### src/rtl/div_pkg.sv
// Shared definitions for the restoring divider.
//   DIV_N_DEFAULT : default operand/result width.
//   STATE_W       : width of the divider FSM state encoding.
//   S_IDLE/S_RUN/S_DONE : FSM state encodings.
package div_pkg;

  localparam int DIV_N_DEFAULT = 8;

  localparam int STATE_W = 2;
  localparam logic [STATE_W-1:0] S_IDLE = 2'd0;
  localparam logic [STATE_W-1:0] S_RUN  = 2'd1;
  localparam logic [STATE_W-1:0] S_DONE = 2'd2;

endpackage

### src/rtl/full_adder.sv
// One-bit full adder cell, the building block of the ripple subtractor.
//   a_i, b_i : operand bits
//   ci_i     : carry in
//   s_o      : sum bit
//   co_o     : carry out
module full_adder (
  input  logic a_i,
  input  logic b_i,
  input  logic ci_i,
  output logic s_o,
  output logic co_o
);

  assign s_o  = a_i ^ b_i ^ ci_i;
  assign co_o = (a_i & b_i) | (ci_i & (a_i ^ b_i));

endmodule

### src/rtl/sub_borrow_nbit.sv
// W-bit ripple subtractor: diff = a - b, borrow set when b > a.
// Built as a + ~b + 1, so a final carry-out of 1 means "no borrow".
//   a, b   : unsigned operands, W bits
//   diff   : a - b modulo 2**W
//   borrow : 1 when a < b
module sub_borrow_nbit #(
  parameter int W = 9
) (
  input  logic [W-1:0] a,
  input  logic [W-1:0] b,
  output logic [W-1:0] diff,
  output logic         borrow
);

  logic [W:0]   carry;
  logic [W-1:0] b_n;

  assign b_n      = ~b;
  assign carry[0] = 1'b1;

  for (genvar i = 0; i < W; i++) begin : g_fa
    full_adder u_fa (
      .a_i  (a[i]),
      .b_i  (b_n[i]),
      .ci_i (carry[i]),
      .s_o  (diff[i]),
      .co_o (carry[i+1])
    );
  end

  assign borrow = ~carry[W];

endmodule

### src/rtl/restoring_div_nbit.sv
// Sequential unsigned restoring divider, one quotient bit per clock, MSB first.
//   clk, rst      : clock, synchronous active-high reset
//   start         : request a division (accepted in IDLE or DONE only)
//   dividend      : N-bit unsigned dividend, captured on accepted start
//   divisor       : N-bit unsigned divisor, captured on accepted start
//   busy          : high while iterating; start is ignored then
//   done          : one-cycle pulse, results valid
//   quotient      : N-bit quotient (all ones on divide by zero)
//   remainder     : N-bit remainder (dividend on divide by zero)
//   div_by_zero   : set with done when the captured divisor was zero
//   dbg_state_o   : current FSM state, for observation only
//
// Handshake: start is a request sampled on every rising edge; it is taken
// only when busy is low. Results are stable from the done cycle until the
// next accepted start, and are not meaningful again until the next done.
module restoring_div_nbit
  import div_pkg::*;
#(
  parameter int N = DIV_N_DEFAULT
) (
  input  logic               clk,
  input  logic               rst,
  input  logic               start,
  input  logic [N-1:0]       dividend,
  input  logic [N-1:0]       divisor,
  output logic               busy,
  output logic               done,
  output logic [N-1:0]       quotient,
  output logic [N-1:0]       remainder,
  output logic               div_by_zero,
  output logic [STATE_W-1:0] dbg_state_o
);

  localparam int CW = $clog2(N);
  localparam logic [CW-1:0] CNT_LAST = CW'(N - 1);

  logic [STATE_W-1:0] state_q, state_d;
  logic [CW-1:0]      cnt_q, cnt_d;
  logic [N-1:0]       dsr_q, dsr_d;
  logic [N-1:0]       quo_q, quo_d;
  logic [N-1:0]       rem_q, rem_d;
  logic               dbz_q, dbz_d;

  logic               accept;
  logic               dsr_zero;
  logic [N:0]         trial_a;
  logic [N:0]         trial_b;
  logic [N:0]         trial_diff;
  logic               trial_borrow;
  logic               unused_diff_msb;

  assign accept   = start && (state_q != S_RUN);
  assign dsr_zero = (divisor == '0);

  // quo_q starts as the dividend and shifts left each iteration: its MSB
  // feeds the partial remainder, its LSB receives the new quotient bit.
  assign trial_a = {rem_q, quo_q[N-1]};
  assign trial_b = {1'b0, dsr_q};

  // N+1 bits so a divisor with its MSB set can never overflow the trial.
  sub_borrow_nbit #(.W(N + 1)) u_sub (
    .a      (trial_a),
    .b      (trial_b),
    .diff   (trial_diff),
    .borrow (trial_borrow)
  );

  // When there is no borrow the difference is below the divisor, so its
  // top bit is always zero and only N bits are kept.
  assign unused_diff_msb = trial_diff[N];

  // State register
  always_ff @(posedge clk) begin
    if (rst) begin
      state_q <= S_IDLE;
    end else begin
      state_q <= state_d;
    end
  end

  // Next-state logic
  always_comb begin
    state_d = state_q;
    case (state_q)
      S_IDLE, S_DONE: begin
        if (accept) begin
          state_d = dsr_zero ? S_DONE : S_RUN;
        end else begin
          state_d = S_IDLE;
        end
      end
      S_RUN: begin
        if (cnt_q == '0) begin
          state_d = S_DONE;
        end
      end
      default: state_d = S_IDLE;
    endcase
  end

  // Output logic
  always_comb begin
    busy        = (state_q == S_RUN);
    done        = (state_q == S_DONE);
    quotient    = quo_q;
    remainder   = rem_q;
    div_by_zero = dbz_q;
    dbg_state_o = state_q;
  end

  // Datapath next values
  always_comb begin
    cnt_d = cnt_q;
    dsr_d = dsr_q;
    quo_d = quo_q;
    rem_d = rem_q;
    dbz_d = dbz_q;
    if (accept) begin
      dsr_d = divisor;
      if (dsr_zero) begin
        quo_d = '1;
        rem_d = dividend;
        dbz_d = 1'b1;
        cnt_d = '0;
      end else begin
        quo_d = dividend;
        rem_d = '0;
        dbz_d = 1'b0;
        cnt_d = CNT_LAST;
      end
    end else if (state_q == S_RUN) begin
      quo_d = {quo_q[N-2:0], ~trial_borrow};
      // Restore on borrow: keep the shifted partial remainder unchanged.
      rem_d = trial_borrow ? trial_a[N-1:0] : trial_diff[N-1:0];
      cnt_d = (cnt_q == '0) ? '0 : cnt_q - CW'(1);
    end
  end

  // Datapath registers
  always_ff @(posedge clk) begin
    if (rst) begin
      cnt_q <= '0;
      dsr_q <= '0;
      quo_q <= '0;
      rem_q <= '0;
      dbz_q <= 1'b0;
    end else begin
      cnt_q <= cnt_d;
      dsr_q <= dsr_d;
      quo_q <= quo_d;
      rem_q <= rem_d;
      dbz_q <= dbz_d;
    end
  end

endmodule

### config.mk
export PLATFORM = sky130hd
export DESIGN_NAME = restoring_div_nbit
export DESIGN_NICKNAME = d
export VERILOG_FILES = /design/src/rtl/div_pkg.sv /design/src/rtl/full_adder.sv /design/src/rtl/sub_borrow_nbit.sv /design/src/rtl/restoring_div_nbit.sv
export SDC_FILE = /design/constraint.sdc
export NUM_CORES = 1
export LEC_CHECK = 0
export CAP_MARGIN = 5
export CORE_MARGIN = 4
export CORE_UTILIZATION = 43
export DETAILED_ROUTE_END_ITERATION = 8
export PLACE_DENSITY = 0.79
export SYNTH_ARGS = -nofsm -noshare
export SYNTH_HDL_FRONTEND = slang
export SYNTH_SLANG_ARGS = --single-unit
### constraint.sdc
create_clock -name clk -period 5.4 [get_ports clk]
set_input_delay 0.54 -clock clk [delete_from_list [all_inputs] [get_ports clk]]
set_output_delay 0.54 -clock clk [all_outputs]
set_load 0.005 [all_outputs]
Word level (Yosys, flattened, before mapping). Index checks and enable logic that the tools add are counted.

Bitwise gates (word level): 44. Muxes and demuxes: 16. Eq/ne operators: 4. Add/subtract/negate cells: 1. Reductions and logical operators: 6.

Operator list (number): 8-bit two-way mux (7); 1-bit bitwise AND (17); 1-bit XOR (16); 3-bit two-way mux (4); 8-bit inverter with 9-bit output (1); 1-bit OR (9); 8-bit zero test (1); 2-bit two-way mux (3); 2-bit by 1-bit != test with 1-bit output (second input constant) (2); 2-bit one-hot mux with 2 select lines (1); 3-bit zero test (1); 3-bit by 1-bit subtractor with 3-bit output (second input constant) (1); 2-bit by 1-bit equality test with 1-bit output (second input constant) (1); 2-bit equality test (second input constant) (1); 2-bit zero test (1); 2-bit nonzero test (1); 2-bit OR reduction (1); 1-bit logical AND (1); 1-bit two-way mux (1); 1-bit inverter (1).

Input bits: 19. Output and inout bits: 21. Word-level logic and storage cells: 77. Bits in registers: 30.

Longest topological paths before layout.
Depth in word-level cells: 22. Gate-level depth with buffers: 18. Depth with buffers taken out: 16.

By module. From an unflattened synthesis, not the netlist that was laid out.

Cell total of the unflattened synthesis: 196. Area, all modules: 1657.8 µm².

By module, submodules not included: restoring_div_nbit (area an instance 1436.4 µm², seq. area each 600.6 µm², times used 1, cells each 176); full_adder (area an instance 20.0 µm², seq. area each 0.0 µm², times used 9, cells each 1); sub_borrow_nbit (area an instance 41.3 µm², seq. area each 0.0 µm², times used 1, cells each 11).

Least setup slack after synthesis. No wires, ideal clock.

Path type: register -> register. Start point: reg quo_q[7], in the netlist quotient[7]. End point: reg rem_q[5], in the netlist remainder[5]. Data arrival time: 3.855 ns. Buffers on the path: 1. Setup time: 0.137 ns. Cell stages (with the launch flop): 18. Period minus slack after synthesis: 3.991 ns. Data required time: 5.263 ns. Path slack: 1.409 ns. Cell sequence: dfxtp_1 > inv_1 > ha_1 > fa_1 > fa_1 > fa_1 > fa_1 > inv_1 > fa_1 > inv_1 > fa_1 > inv_1 > fa_1 > or2_2 > clkbuf_1 > mux2_2 > o21ai_0 > a221oi_2.

Cells in the longest elaborated chain, start to end: 21. Elaborated cells on any way between the ends: 23. Classes of those cells: mux (3); bitwise (20).

Ends and longest elaborated chain: from (decl) (RTL line restoring_div_nbit.sv:40) `logic [N-1:0] quo_q, quo_d;`; from (signal assigned) (RTL line restoring_div_nbit.sv:150) `quo_q <= quo_d;`; 1-bit bitwise AND or 1-bit XOR (tied branches) (RTL line full_adder.sv:15) `assign co_o = (a_i & b_i) | (ci_i & (a_i ^ b_i));`; 1-bit OR (*) (RTL line full_adder.sv:15); 1-bit bitwise AND (*) (RTL line full_adder.sv:15); 1-bit OR (*) (RTL line full_adder.sv:15); 1-bit bitwise AND (*) (RTL line full_adder.sv:15); 1-bit OR (*) (RTL line full_adder.sv:15); 1-bit bitwise AND (*) (RTL line full_adder.sv:15); 1-bit OR (*) (RTL line full_adder.sv:15); [... 5 more ...]; 1-bit OR (RTL line full_adder.sv:15); 1-bit bitwise AND (RTL line full_adder.sv:15); 1-bit OR (RTL line full_adder.sv:15); 1-bit bitwise AND (RTL line full_adder.sv:15); 1-bit OR (RTL line full_adder.sv:15); 8-bit two-way mux (*) (RTL line restoring_div_nbit.sv:134) `rem_d = trial_borrow ? trial_a[N-1:0] : trial_diff[N-1:0];`; 8-bit two-way mux (*) (RTL line restoring_div_nbit.sv:131) `end else if (state_q == S_RUN) begin`; 8-bit two-way mux (*) (RTL line restoring_div_nbit.sv:118) `if (accept) begin`; to (signal assigned) (RTL line restoring_div_nbit.sv:151) `rem_q <= rem_d;`; to (decl) (RTL line restoring_div_nbit.sv:41) `logic [N-1:0] rem_q, rem_d;`.

Mark *: on every way between the ends. The rest lies on a longest branch, timed or not. The select of a mux whose other input is x is not followed. A chain may end at the register's enable or synchronous reset.

Final worst setup path. Ends and elaborated chain as after synthesis.

==> results.txt <==
- Measured against its own limit, the worst slew margin works out to 0.385.
* Via density: 5.23
* Hold Crit Class: reg -> reg
- Required time at the worst-slack endpoint: 5.52 ns
* Placed cell count: 254
- Starting DRC count in detailed routing: 86
- For this run, the slowest stage of the critical path takes 0.42 ns.
* Largest net degree at the start of global routing: 26
* Placer's final routability congestion estimate: between 0.8 and 0.9
* Net total in the final layout: 242
* Number of sinks driven by the clock tree: 30
* Die Wd: 69.4 um
- Counting every net in the synthesized netlist gives 218.
- Count of unresolved DRC violations after routing: 0
- The first global-routing pass estimated 6090 um of wire.
- Ordered list of cells on the worst path: inv_1 > ha_1 > fa_1 > fa_1 > fa_1 > fa_1 > inv_1 > fa_1 > inv_1 > fa_1 > inv_1 > fa_1 > or2_2 > mux2_2 > o21ai_0 > a221oi_2
- Final min period: about 4.2 ns
- Setup tns final: 0 ns
- Counting distinct cell types in the post-synthesis netlist gives 34.
- Across the run, the number of max-cap violations was 0.
- The repair_antennas step left the layout with diodes totalling 0.
- The number of max-slew violations in the final report came to 0.
- The finished layout holds 262 standard cells, fillers aside.
- Along the worst path, the maximum fanout reaches 15.
- Leaving out fill and tap cells, the most frequent cells in the layout are 39 x sky130_fd_sc_hd__clkdlybuf4s50_1, 30 x sky130_fd_sc_hd__dfxtp_1, 28 x sky130_fd_sc_hd__nor2_1.
- The worst setup path is launched from a flop.
- The final number of hold-violating endpoints was 0.
- Leakage dissipation: slightly above 0.0008 uW
- The clock passes through at most 2 buffers.
- Vias post-DR: approximately 1400
* Global-route total usage across every layer: 0.159
- Cts bufs inserted: 5
- Mapped Area: 0.00162 mm2
- At the worst endpoint, the arrival time is 4.35 ns.
- The filler cells instantiated in the layout total 336.
* Most common library cell in the layout ignoring fill and taps: sky130_fd_sc_hd__clkdlybuf4s50_1
- The flow ran to the end, and the final reports show no timing, DRC or antenna violations.
* Type of destination of the critical path: flop
- Actual slew at the worst max-slew pin: 0.919 ns
- For this design, the slowest cell found on the critical path is sky130_fd_sc_hd__fa_1.
- In this run, post-CTS repair resized a total of 0 instances.
- For this design the ratio of total power to cell area is 344 mW/mm2.
- Wire per inst: 13.8 um
- Setup repair after global routing left no endpoint under its margin.
* Clock tree from TritonCTS: done
- For this run the aggregate overflow at the end of global routing stands at 0.
- Ys Warns: 0
* Share of the clock period used by the worst path: 0.783
- Overall die height: 69.4 um
- Post-Synthesis Mean Instance Area: around 8.6 um2
- Core Rows: 22
* Worst Setup Path Type: reg -> reg
- The via count of the first global-routing pass came to 1273.
- Initial antenna violation count: 0
* Clock Latency Late Sink: about 0.29 ns
* Initial standard-cell utilization of the core: 0.443
* Buffer and inverter count on the worst path: 4
- Detailed Route WL: 3610 um
* CP most frequent cell: sky130_fd_sc_hd__fa_1
- The clock arrives with 0.00842 ns of skew.
- The count of nets left with antenna violations once routing finished came out at 0.
* Number of buffers added for setup after CTS: 0
- Of the synthesized area, sequential elements account for 0.370.
* Number of instances in the synthesized netlist: 189
- Worst vdd rail ir drop: 0.000176 V
* Highest clock frequency the design can meet: 237 MHz
- Setup violations remaining at the end of the flow were counted as 0.
- The count of buffers added on input and output ports is 39.
* Number of detailed-routing iterations run before antenna repair: 4
* Number of H-tree levels: 2
* Synthesis-to-finish area growth: 28.1%
- In this run, synthesis produced a sequential element count of 30.
* Detailed placer's ending HPWL: between 2000 and 3000 um
- The root buffer cell chosen for the clock tree is sky130_fd_sc_hd__clkbuf_8.
- After clock tree synthesis, the clock-pin slew on the worst setup and hold paths is around 0.070 ns.
- The floorplan step defined a die boundary enclosing around 0.0048 mm2.
* Hold-fix buffers, CTS: 0
- Broken down by cell family, the worst path's largest delay share belongs to adder cells.
- Fraction of final layout cells with drive strength greater than 1: 0.0841
- Pin placement for this block handled 40 I/O pins.
- After floorplanning, the core was sized to cover 0.00366 mm2.
-- state kept, by name (all words and copies together), names as in the netlist --
| signal | count |
|---|---|
| cnt_q | 3 |
| div_by_zero | 1 |
| remainder | 8 |
| dbg_state_o | 2 |
| quotient | 8 |
| dsr_q | 8 |
-- Yosys cell counts (all sizes together) --
| cell type | instances | share of area |
|---|---|---|
| dfxtp | 30 | 0.37 |
| nor2 | 28 | 0.065 |
| nand2 | 20 | 0.046 |
| inv | 15 | 0.035 |
| buf | 13 | 0.063 |
| a21oi | 10 | 0.031 |
| clkbuf | 9 | 0.022 |
| nor3 | 9 | 0.028 |
| nor4 | 8 | 0.031 |
| a211oi | 7 | 0.032 |
| fa | 7 | 0.086 |
| a221o | 6 | 0.037 |
| o21ai | 4 | 0.012 |
| and2 | 3 | 0.012 |
| ha | 3 | 0.023 |
| a221oi | 2 | 0.015 |
| mux2 | 2 | 0.014 |
| or4 | 2 | 0.014 |
| a31oi | 1 | 0.0039 |
| a32o | 1 | 0.0062 |
| nand2b | 1 | 0.0039 |
| nand3 | 1 | 0.0031 |
| nor2b | 1 | 0.0039 |
| nor4b | 1 | 0.015 |
| o211a | 1 | 0.0062 |
| o211ai | 1 | 0.0077 |
| o22a | 1 | 0.0054 |
| or2 | 1 | 0.0039 |
| or2b | 1 | 0.0054 |
-- final timing paths --
check / start / to / slack [ns] / cells after the start
setup / recovery: quotient[7] / remainder[5] / 1.17 / 16
hold / removal: dsr_q[5] / dsr_q[5] / 0.46 / 2
setup reg to reg: quotient[7] / remainder[5] / 1.17 / 16
hold reg to reg: dsr_q[5] / dsr_q[5] / 0.46 / 2
-- stage by stage --
step           setup WS [ns]  cell area [um2]  utilization  total power, uW  hold slack (ns)
2_1_floorplan           1.41             1620            -              381            0.436
3_3_place_gp            1.33             1930        0.528              430            0.442
3_5_place_dp            1.20             1930        0.528              435            0.446
4_1_cts                 1.18             2080        0.567              720            0.455
5_1_grt                0.934             2080        0.567              756            0.474
6_report                1.17             2080        0.567              714            0.458
-- area by class of cell --
class,instances,area (um2),share of cell area
Clock buffer,6,82.6,0.0398
Clock inverter,2,60.1,0.0289
Inverter,15,56.3,0.0271
Multi-Input combinational cell,122,827,0.398
Sequential cell,30,601,0.289
Tap cell,48,60.1,0.0289
Timing Repair Buffer,39,390,0.188
-- where the power goes --
group	internal, uW	switching (uW)
Combinational	85.5	83.2
Clock	197	86.5
Sequential	243	18.9
Total	525	189
-- worst register-to-register path: stages (launching register included) --
cell and delay (ns):
sky130_fd_sc_hd__dfxtp_1 0.38, sky130_fd_sc_hd__inv_1 0.06, sky130_fd_sc_hd__ha_1 0.20, sky130_fd_sc_hd__fa_1 0.42, sky130_fd_sc_hd__fa_1 0.42, sky130_fd_sc_hd__fa_1 0.42
sky130_fd_sc_hd__fa_1 0.38, sky130_fd_sc_hd__inv_1 0.07, sky130_fd_sc_hd__fa_1 0.15, sky130_fd_sc_hd__inv_1 0.05, sky130_fd_sc_hd__fa_1 0.36, sky130_fd_sc_hd__inv_1 0.08
sky130_fd_sc_hd__fa_1 0.16, sky130_fd_sc_hd__or2_2 0.28, sky130_fd_sc_hd__mux2_2 0.36, sky130_fd_sc_hd__o21ai_0 0.19, sky130_fd_sc_hd__a221oi_2 0.08
-- routing by layer --
layer / GRT usage / part of all wire / up-vias
met5: 0 / 0 / -
li1: - / - / 682
met3: 0.0435 / 0.054 / 6
met1: 0.205 / 0.45 / 644
met4: 0.0672 / 0.017 / 0
met2: 0.248 / 0.47 / 38
-- cells by family (layout without fill, tap and decap cells) --
logic type | Yosys count | after routing | share of synthesized area
AND/OR/NAND/NOR | 76 | 76 | 0.230
buffers and inverters | 37 | 62 | 0.120
AO/OA/AOI/OAI | 34 | 34 | 0.157
flip-flops | 30 | 30 | 0.370
adder cells (fa/ha/maj) | 10 | 10 | 0.110
multiplexers | 2 | 2 | 0.0139
Power figures use the tool's default switching activity.
